==> src/rtl/pin_auth_pkg.sv <==
// Shared types and constants for the PIN authentication engine.
// Default PINs are stored as four BCD digits, so "1234" is 16'h1234.
package pin_auth_pkg;

  typedef enum logic [1:0] {
    OP_AUTH       = 2'd0,
    OP_CHANGE_PIN = 2'd1,
    OP_UNLOCK     = 2'd2,
    OP_RSVD       = 2'd3
  } op_e;

  typedef enum logic [2:0] {
    ST_AUTH_OK     = 3'd0,
    ST_NOT_FOUND   = 3'd1,
    ST_BAD_PIN     = 3'd2,
    ST_LOCKED      = 3'd3,
    ST_PIN_CHANGED = 3'd4,
    ST_PIN_SAME    = 3'd5,
    ST_UNLOCKED    = 3'd6
  } status_e;

  typedef enum logic [1:0] {
    S_IDLE   = 2'd0,
    S_SEARCH = 2'd1,
    S_CHECK  = 2'd2,
    S_RESP   = 2'd3
  } state_e;

  // Fail counter width; covers MAX_TRIES up to 7.
  localparam int CNT_W = 3;

  localparam logic [15:0] DEFAULT_PINS [16] = '{
    16'h1234, 16'h2345, 16'h3456, 16'h4567,
    16'h5678, 16'h6789, 16'h7890, 16'h8901,
    16'h9012, 16'h7123, 16'h0000, 16'h0000,
    16'h0000, 16'h0000, 16'h0000, 16'h0000
  };

endpackage

==> src/rtl/pin_auth_if.sv <==
// Request/response handshake bundle between a client and pin_auth_engine.
interface pin_auth_if
  import pin_auth_pkg::*;
#(
  parameter int ACC_W = 4,
  parameter int PIN_W = 16,
  parameter int IDX_W = 4
);
  logic             req_valid;
  logic             req_ready;
  op_e              req_op;
  logic [ACC_W-1:0] req_acc_num;
  logic [PIN_W-1:0] req_pin;
  logic [PIN_W-1:0] req_new_pin;
  logic             rsp_valid;
  logic             rsp_ready;
  status_e          rsp_status;
  logic [IDX_W-1:0] rsp_acc_index;

  modport master (
    output req_valid, req_op, req_acc_num, req_pin, req_new_pin, rsp_ready,
    input  req_ready, rsp_valid, rsp_status, rsp_acc_index
  );

  modport slave (
    input  req_valid, req_op, req_acc_num, req_pin, req_new_pin, rsp_ready,
    output req_ready, rsp_valid, rsp_status, rsp_acc_index
  );
endinterface

==> src/rtl/pin_auth_db.sv <==
// PIN table plus per-account fail counters.
// Counters and lock detection exist only when AUTH_LOCKOUT_EN is defined.
module pin_auth_db
  import pin_auth_pkg::*;
#(
  parameter int NUM_ACCTS = 10,
  parameter int PIN_W     = 16,
  parameter int MAX_TRIES = 3,
  parameter int IDX_W     = 4
) (
  input  logic             clk,
  input  logic             rst_n,
  input  logic [IDX_W-1:0] rd_idx,
  output logic [PIN_W-1:0] rd_pin,
  output logic             rd_locked,
  input  logic [IDX_W-1:0] wr_idx,
  input  logic             we,
  input  logic [PIN_W-1:0] wr_pin,
  input  logic             cnt_clr,
  input  logic             cnt_inc
);

  logic [PIN_W-1:0] pin_q [NUM_ACCTS];

  // PIN storage: reset restores the factory PINs, single write port.
  always_ff @(posedge clk or negedge rst_n) begin
    if (!rst_n) begin
      for (int i = 0; i < NUM_ACCTS; i++) pin_q[i] <= PIN_W'(DEFAULT_PINS[i]);
    end else if (we) begin
      pin_q[wr_idx] <= wr_pin;
    end
  end

  assign rd_pin = pin_q[rd_idx];

`ifdef AUTH_LOCKOUT_EN
  logic [CNT_W-1:0] fail_q [NUM_ACCTS];

  // Consecutive-failure counters; clear wins over increment, saturate at MAX_TRIES.
  always_ff @(posedge clk or negedge rst_n) begin
    if (!rst_n) begin
      for (int i = 0; i < NUM_ACCTS; i++) fail_q[i] <= '0;
    end else if (cnt_clr) begin
      fail_q[wr_idx] <= '0;
    end else if (cnt_inc && (fail_q[wr_idx] != CNT_W'(MAX_TRIES))) begin
      fail_q[wr_idx] <= fail_q[wr_idx] + CNT_W'(1);
    end
  end

  assign rd_locked = (fail_q[rd_idx] == CNT_W'(MAX_TRIES));
`else
  localparam int unused_max_tries = MAX_TRIES;
  logic unused_cnt_ctrl;
  assign unused_cnt_ctrl = cnt_clr ^ cnt_inc;
  assign rd_locked = 1'b0;
`endif

endmodule

==> src/rtl/pin_auth_engine.sv <==
// PIN authentication engine: linear account search, PIN check/change,
// lockout after repeated failures (only with AUTH_LOCKOUT_EN defined).
// Account i is numbered i+1, so account number 0 never matches.
module pin_auth_engine
  import pin_auth_pkg::*;
#(
  parameter int NUM_ACCTS = 10,
  parameter int ACC_W     = 4,
  parameter int PIN_W     = 16,
  parameter int MAX_TRIES = 3
) (
  input logic      clk,
  input logic      rst_n,
  pin_auth_if.slave bus
);

  localparam int IDX_W = $clog2(NUM_ACCTS);

  state_e           state_q, state_d;
  op_e              op_q;
  logic [ACC_W-1:0] acc_q;
  logic [PIN_W-1:0] pin_q;
  logic [PIN_W-1:0] new_pin_q;
  logic [IDX_W-1:0] idx_q;
  status_e          status_q, status_d;
  logic [IDX_W-1:0] rsp_idx_q, rsp_idx_d;

  logic [PIN_W-1:0] rd_pin;
  logic             locked;
  logic             db_we, cnt_clr, cnt_inc;
  logic             acc_match, last_entry, accept;

  assign accept     = (state_q == S_IDLE) && bus.req_valid;
  assign acc_match  = ({1'b0, acc_q} == ((ACC_W+1)'(idx_q) + (ACC_W+1)'(1)));
  assign last_entry = (idx_q == IDX_W'(NUM_ACCTS - 1));

  pin_auth_db #(
    .NUM_ACCTS (NUM_ACCTS),
    .PIN_W     (PIN_W),
    .MAX_TRIES (MAX_TRIES),
    .IDX_W     (IDX_W)
  ) u_db (
    .clk       (clk),
    .rst_n     (rst_n),
    .rd_idx    (idx_q),
    .rd_pin    (rd_pin),
    .rd_locked (locked),
    .wr_idx    (idx_q),
    .we        (db_we),
    .wr_pin    (new_pin_q),
    .cnt_clr   (cnt_clr),
    .cnt_inc   (cnt_inc)
  );

  // FSM state register.
  always_ff @(posedge clk or negedge rst_n) begin
    if (!rst_n) state_q <= S_IDLE;
    else        state_q <= state_d;
  end

  // Next state, response status and table/counter updates.
  always_comb begin
    state_d   = state_q;
    status_d  = status_q;
    rsp_idx_d = rsp_idx_q;
    db_we     = 1'b0;
    cnt_clr   = 1'b0;
    cnt_inc   = 1'b0;
    case (state_q)
      S_IDLE: begin
        if (bus.req_valid) state_d = S_SEARCH;
      end
      S_SEARCH: begin
        if (acc_match) begin
          state_d = S_CHECK;
        end else if (last_entry) begin
          state_d   = S_RESP;
          status_d  = ST_NOT_FOUND;
          rsp_idx_d = '0;
        end
      end
      S_CHECK: begin
        state_d   = S_RESP;
        rsp_idx_d = idx_q;
        if (op_q == OP_UNLOCK) begin
          status_d = ST_UNLOCKED;
          cnt_clr  = 1'b1;
        end else if (locked) begin
          status_d = ST_LOCKED;
        end else if (pin_q != rd_pin) begin
          status_d = ST_BAD_PIN;
          cnt_inc  = 1'b1;
        end else if (op_q == OP_CHANGE_PIN) begin
          if (new_pin_q == rd_pin) begin
            status_d = ST_PIN_SAME;
          end else begin
            status_d = ST_PIN_CHANGED;
            db_we    = 1'b1;
            cnt_clr  = 1'b1;
          end
        end else begin
          status_d = ST_AUTH_OK;
          cnt_clr  = 1'b1;
        end
      end
      S_RESP: begin
        if (bus.rsp_ready) state_d = S_IDLE;
      end
      default: state_d = S_IDLE;
    endcase
  end

  // Search index and response registers (held stable through RESP).
  always_ff @(posedge clk or negedge rst_n) begin
    if (!rst_n) begin
      idx_q     <= '0;
      status_q  <= ST_AUTH_OK;
      rsp_idx_q <= '0;
    end else begin
      if (accept) begin
        idx_q <= '0;
      end else if ((state_q == S_SEARCH) && !acc_match && !last_entry) begin
        idx_q <= idx_q + IDX_W'(1);
      end
      status_q  <= status_d;
      rsp_idx_q <= rsp_idx_d;
    end
  end

  // Request fields captured on acceptance.
  always_ff @(posedge clk) begin
    if (accept) begin
      op_q      <= bus.req_op;
      acc_q     <= bus.req_acc_num;
      pin_q     <= bus.req_pin;
      new_pin_q <= bus.req_new_pin;
    end
  end

  assign bus.req_ready     = (state_q == S_IDLE);
  assign bus.rsp_valid     = (state_q == S_RESP);
  assign bus.rsp_status    = status_q;
  assign bus.rsp_acc_index = rsp_idx_q;

endmodule

==> src/flat_wrapper.sv <==
// flat-port wrapper written by rule: the top's interface ports become plain ports
module pin_auth_engine_flat import pin_auth_pkg::*;
#(
  parameter int NUM_ACCTS = 10,
  parameter int ACC_W     = 4,
  parameter int PIN_W     = 16,
  parameter int MAX_TRIES = 3
)
  (clk, rst_n, bus_req_valid, bus_req_op, bus_req_acc_num, bus_req_pin, bus_req_new_pin, bus_rsp_ready, bus_req_ready, bus_rsp_valid, bus_rsp_status, bus_rsp_acc_index);
  pin_auth_if #(.ACC_W(ACC_W), .PIN_W(PIN_W), .IDX_W((4))) bus_i ();
  input logic clk;
  input logic rst_n;
  input wire logic [$bits(bus_i.req_valid)-1:0] bus_req_valid;
  input wire logic [$bits(bus_i.req_op)-1:0] bus_req_op;
  input wire logic [$bits(bus_i.req_acc_num)-1:0] bus_req_acc_num;
  input wire logic [$bits(bus_i.req_pin)-1:0] bus_req_pin;
  input wire logic [$bits(bus_i.req_new_pin)-1:0] bus_req_new_pin;
  input wire logic [$bits(bus_i.rsp_ready)-1:0] bus_rsp_ready;
  output wire logic [$bits(bus_i.req_ready)-1:0] bus_req_ready;
  output wire logic [$bits(bus_i.rsp_valid)-1:0] bus_rsp_valid;
  output wire logic [$bits(bus_i.rsp_status)-1:0] bus_rsp_status;
  output wire logic [$bits(bus_i.rsp_acc_index)-1:0] bus_rsp_acc_index;
  assign bus_i.req_valid = bus_req_valid;
  assign bus_i.req_op = bus_req_op;
  assign bus_i.req_acc_num = bus_req_acc_num;
  assign bus_i.req_pin = bus_req_pin;
  assign bus_i.req_new_pin = bus_req_new_pin;
  assign bus_i.rsp_ready = bus_rsp_ready;
  assign bus_req_ready = bus_i.req_ready;
  assign bus_rsp_valid = bus_i.rsp_valid;
  assign bus_rsp_status = bus_i.rsp_status;
  assign bus_rsp_acc_index = bus_i.rsp_acc_index;
  pin_auth_engine #(.NUM_ACCTS(NUM_ACCTS), .ACC_W(ACC_W), .PIN_W(PIN_W), .MAX_TRIES(MAX_TRIES)) u_core (.clk(clk), .rst_n(rst_n), .bus(bus_i));
endmodule
==> config.mk <==
export PLATFORM = sky130hd
export DESIGN_NAME = pin_auth_engine_flat
export DESIGN_NICKNAME = d
export VERILOG_FILES = /design/src/rtl/pin_auth_pkg.sv /design/src/rtl/pin_auth_if.sv /design/src/rtl/pin_auth_db.sv /design/src/rtl/pin_auth_engine.sv /design/src/flat_wrapper.sv
export SDC_FILE = /design/constraint.sdc
export NUM_CORES = 1
export LEC_CHECK = 0
export CAP_MARGIN = 20
export CORE_ASPECT_RATIO = 0.6
export CORE_MARGIN = 2
export CORE_UTILIZATION = 65
export CTS_CLUSTER_DIAMETER = 50
export DETAILED_ROUTE_END_ITERATION = 8
export PLACE_DENSITY = 0.9
export RECOVER_POWER = 50
export SETUP_SLACK_MARGIN = 0.3
export SLEW_MARGIN = 40
export SYNTH_ARGS = -nofsm -noshare
export SYNTH_HDL_FRONTEND = slang
export SYNTH_SLANG_ARGS = --single-unit
==> constraint.sdc <==
create_clock -name clk -period 6 [get_ports clk]
set_clock_uncertainty 0.2 [all_clocks]
set_input_delay 0.6 -clock clk [delete_from_list [all_inputs] [get_ports clk]]
set_output_delay 0.6 -clock clk [all_outputs]
set_load 0.02 [all_outputs]
# Word level (Yosys, flattened, before mapping)
# Cells that the tools add are included.
[op_classes] addsub=2 n_lt_le_gt_ge=2 n_eq_ne=14 n_mux=28 n_bitwise=1 reduce_logical=11
[ops] op="$bwmux 160" count=1
[ops] op="$bmux 16 s4" count=1
[ops] op="$demux 16 s4" count=1
[ops] op="$mux 16" count=3
[ops] op="$eq 16x16->1" count=1
[ops] op="$mux 4" count=4
[ops] op="$ne 16x16->1" count=1
[ops] op="$mux 3" count=5
[ops] op="$mux 2" count=4
[ops] op="$pmux 2 s4" count=1
[ops] op="$pmux 4 s2" count=1
[ops] op="$eq 2x2->1 const B" count=3
[ops] op="$mux 1" count=6
[ops] op="$ne 2x2->1 const B" count=3
[ops] op="$pmux 3 s2" count=1
[ops] op="$reduce_and 3->1" count=2
[ops] op="$add 4x1->5 const B" count=1
[ops] op="$eq 4x5->1" count=1
[ops] op="$ge 5x5->1 const B" count=1
[ops] op="$lt 5x1->1 const B" count=1
[ops] op="$not 4->5" count=1
[ops] op="$add 4x1->4 const B" count=1
[ops] op="$eq 2x1->1 const B" count=2
[ops] op="$eq 4x4->1 const B" count=1
[ops] op="other kinds (6)" count=11
[word_totals] reg_bits=211 out_inout_bits=9

# Logic depth before layout (Yosys ltp)
[depth] depth_word=10 mapped_depth=13 depth_no_buf=9

# Cells and area by module
# Synthesis repeated with hierarchy kept, for this count alone.
[hier_totals] hier_cells=679 area_unflattened_um2=9965.8
[modules_own_cells] mod="pin_auth_db" n_inst=1 cells_per_inst=515 area_each_um2=7577.3
[modules_own_cells] mod="pin_auth_engine" n_inst=1 cells_per_inst=164 area_each_um2=2388.5

# Worst setup path after synthesis
# Ideal clock, no wire load.
[synth_path] path_type="register -> register" startpoint="register u_core.idx_q[0]" endpoint="register u_core.u_db.pin_q[10] (netlist name)" setup_ns=0.125 arrival_ns=3.401 required_ns=5.675 path_slack_ns=2.274 stages_incl_launch_ff=14 path_cell_list="dfrtp_1 > buf_6 > buf_2 > buf_2 > mux2i_1 > nor2_1 > nor3_1 > xnor2_1 > nor4_4 > nand4_4 > buf_6 > nor4_4 > buf_6 > mux2_4"
[synth_via] elab_chain_len=10 elab_cells_between_ends=17 cone_classes="order compare (2); eq/ne (2); mux (11); bitwise (1); reduce/logical (1)"
[synth_rtl] element="start, declared" line="pin_auth_engine.sv:24" text="logic [IDX_W-1:0] idx_q;"
[synth_rtl] element="start signal, assigned" line="pin_auth_engine.sv:123" text="idx_q <= idx_q + IDX_W'(1);"
[synth_rtl] element="$not 4->5 (not written as such) (*)" line="pin_auth_db.sv:30, pin_auth_db.sv:34"
[synth_rtl] element="$bmux 16 s4" line="pin_auth_db.sv:34" text="assign rd_pin = pin_q[rd_idx];"
[synth_rtl] element="$mux 16 (not written as such) (2 in a row)" line="pin_auth_db.sv:34"
[synth_rtl] element="$eq 16x16->1" line="pin_auth_engine.sv:94" text="if (new_pin_q == rd_pin) begin"
[synth_rtl] element="$mux 1" line="pin_auth_engine.sv:94"
[synth_rtl] element="$mux 1" line="pin_auth_engine.sv:93" text="end else if (op_q == OP_CHANGE_PIN) begin"
[synth_rtl] element="$mux 1" line="pin_auth_engine.sv:90" text="end else if (pin_q != rd_pin) begin"
[synth_rtl] element="$mux 1" line="pin_auth_engine.sv:85" text="if (op_q == OP_UNLOCK) begin"
[synth_rtl] element="$mux 1" line="pin_auth_engine.sv:69" text="case (state_q)"
[synth_rtl] element="end signal, assigned by index" line="pin_auth_db.sv:30" text="pin_q[wr_idx] <= wr_pin;"
[synth_rtl] element="end, declared" line="pin_auth_db.sv:23" text="logic [PIN_W-1:0] pin_q [NUM_ACCTS];"
# Every way passes the cells marked *; elsewhere a longest branch is shown, timed or not. The select of a mux whose other input is x is not followed.
# A chain may end at the register's enable or synchronous reset.

# Worst setup path in the final report
[layout_path] startpoint="register u_core.idx_q[1]" endpoint="register u_core.u_db.pin_q[129] (netlist name)"
# Same word-level chain as after synthesis.

==> reports/metrics.cfg <==
[cells_and_area]
multiInputGateArea_mm2=0.004488
ff_latch_area_mm2=0.005553
fillers=942
final_cell_mix=dfrtp_1 (109), mux2_2 (87), mux2_4 (80)
layout_commonest_cell=dfrtp_1
final_layout_size_suffix_gt1_frac=0.4280
fin_nets=793
syn_to_final_growth_pct=13.28
final_core_util=0.7595
finalNonFillerCells=960
antenna_cells=0

[place]
gp_congestion=0.9288
portBuffers=50
dp_hpwl_mm=15.99
place_inst=922

[clock_network]
cts_buffer_depth=3
root_buffer=clkbuf_16
clk_pin_slew_ns=0.07
clk_latency_ns=0.51
htree_levels=1
numCtsBuffers=20
cts_tree=done
cts_num_sinks=211

[drt]
final_antenna_net_count=0
vias_per_cell=6.480
drt-pass1-iter-count=5
via_count=6221
wl_per_cell_um=25.58
drtIter0Drc=519
drt_wl_total_mm=24.55
drc=0

[pwr]
combPwrFrac=0.218
power_uw=3870
power_frac_seq=0.443
power_density_mw_per_mm2=329.6
p_sw_frac=0.3197
power_leakage_uw=0.004950
peakVddDrop_mv=0.3564
p_sw_uw=1237
p_int_uw=2633
clkPwrFrac=0.339

[yosys]
netlist_area_mm2=0.01036
synth_top_area_frac=0.2656
synth_edf_count=38
yosysWarningCount=0
ys.flop_type=dfrtp_1
synthTopCellsByArea=dfrtp_1 (27%), dfstp_2 (16%), mux2_4 (12%), edfxtp_1 (11%), mux2_2 (9.5%)
yosysTopAreaCell=dfrtp_1
syn-num-nets=747
syn_inst=697
synth_cell_types=52
synth_area_per_cell_um2=14.87
yosysSeqAreaShare=0.5354
synth-async-reset-ratio=0.8199
ys_seq_elements=211

[die]
start_util=0.6705
die_h_um=101.8
core_mm2=0.01546
dieWidth_um=167.0
placementRows=35
io_pins=51
die-area_mm2=0.01701

[critical_path]
critical-path-top-delay-family=simple AND/OR/NAND/NOR gates
arrival_ns=5.13
slowest_stage=dfrtp_1
rr_endpoint=u_core.u_db.pin_q[129]
ff2ff_setup_slack_ns=1.04
cp_common_cell=and4_1
critPathKind=register to register
slowest_delay_ns=0.76
r2r-start=u_core.idx_q[1]
required_ns=6.17
critPathCaptureType=register
path_max_fanout=14
cp_num_buf_inv=1
r2r_cells=9
crit_chain=nand3b_1, o22a_1, and4_1, nor4_1, and4_1, nand4_4, nor4_4, buf_4, mux2_2
cp_num_cells=9
crit_path_start_kind=register

[grt]
grt_overflow=0
grt_pass1_vias=6558
grt_antenna_before_repair=0
grt_pass1_wl_mm=38.81
grt_usage=0.3009
grt_max_degree=119

[timing]
fmax_mhz=201.6
maxSlewHeadroom=-0.9517
setup_viol_count_final=0
rsz0062_at_grt=false
tightest_slew_ns=2.928
final_max_slew_viol_count=97
finalSetupTns_ns=0
fin_crit_sh=0.8268
final-hold-violation-count=0
fin_crit_ns=4.961

[run_status]
outcome=complete, but fails checks
violations=max-capacitance violations, max-slew violations

[hold_path]
hold_path_depth=2
hold_class=register to register
holdPathEnd=u_core.bus.rsp_acc_index[2]
hold_start=u_core.bus.rsp_acc_index[2]

[run]
maxCapViolations=2

[registers in the layout (all words and copies together) (netlist names)]
register	cells
u_core.idx_q	4
u_core.state_q	2
u_core.u_db.pin_q	160
u_core.bus.rsp_acc_index	4
u_core.acc_q	4
u_core.bus.rsp_status	3
u_core.new_pin_q	16
u_core.op_q	2
u_core.pin_q	16
[metrics by stage]
step           instance area (µm²)  setup WS, ns  hold WS (ns)
2_1_floorplan                10360         2.274        0.1044
3_3_place_gp                 11030        0.9456        0.2753
3_5_place_dp                 11040         1.195        0.2804
4_1_cts                      11720         1.120       0.02242
5_1_grt                      11740        0.7519        0.3257
6_report                     11740         1.039        0.2859
[kinds of logic after synthesis]
| family | count (synthesis) | share of synthesized area |
|---|---|---|
| flip-flops | 211 | 0.5354 |
| multiplexers | 227 | 0.2855 |
| AO/OA/AOI/OAI | 49 | 0.03247 |
| adder cells (fa/ha/maj) | 8 | 0.009658 |
| XOR/XNOR | 31 | 0.02620 |
| AND/OR/NAND/NOR | 109 | 0.07786 |
| buffers and inverters | 62 | 0.03296 |
[cells in the mapped netlist (6+ instances only)]
master and instances:
buf_2 9, nor4_4 12, edfxtp_1 38, xor2_1 17, nand4_1 6, o22a_1 6
nand2_1 26, mux2_2 87, mux2_4 80, clkbuf_1 27, mux4_2 14, mux2i_1 44
xnor2_1 14, a31oi_1 6, inv_1 9, ha_1 8, a211oi_1 6, buf_6 11
nor2_1 15, o21ai_0 7, dfrtp_1 110, dfstp_2 63, o22ai_1 11
[power by group through the flow]
stage	logic (µW)	clock network [µW]	registers, µW
finish	843	1310	1710
global route	894	1390	1720
CTS	846	1330	1710
detailed placement	834	0	1730
global placement	804	0	1720
floorplan	635	0	1630
[routing by layer]
metal	up-vias	part of all wire	global-route usage
met4	0	0.029	0.08886
met2	315	0.44	0.4647
met3	57	0.088	0.06197
met5	-	0	0
met1	3212	0.44	0.4407
li1	2637	-	-
[worst reg2reg max path: cells and delay by family, from the launching register on]
| kind | cells | cell delay, ns |
|---|---|---|
| AO/OA/AOI/OAI | 1 | 0.46 |
| buffers and inverters | 1 | 0.35 |
| flip-flops | 1 | 0.76 |
| multiplexers | 1 | 0.37 |
| AND/OR/NAND/NOR | 6 | 2.71 |
[how the worst max path moves through the flow]
stage               startpoint                      to  slack (ns)
2_1_floorplan  u_core.idx_q[0]   u_core.u_db.pin_q[10]        2.27
3_3_place_gp   u_core.idx_q[1]  u_core.u_db.pin_q[129]        0.95
3_5_place_dp   u_core.idx_q[0]  u_core.u_db.pin_q[129]        1.19
4_1_cts        u_core.idx_q[0]  u_core.u_db.pin_q[129]        1.12
5_1_grt                  rst_n   u_core.u_db.pin_q[29]        0.75
6_report       u_core.idx_q[1]  u_core.u_db.pin_q[129]        1.04
[what timing repair did]
| item | 4_1_cts | 5_1_grt |
|---|---|---|
| hold buffers | 0 | 1 |
| gates resized for setup | 0 | 0 |
| endpoints found under the hold margin | 0 | 35 |
| buffers inserted | 0 | 0 |
[final cells by class]
type | instances | area share
inverters | 9 | 0.002877
clock inverters | 9 | 0.006181
flip-flops and latches | 211 | 0.4729
clock buffers | 27 | 0.05200
multi-input cells | 424 | 0.3822
well taps | 203 | 0.02163
repair buffers | 77 | 0.06213
(Power assumes the default switching activity.)
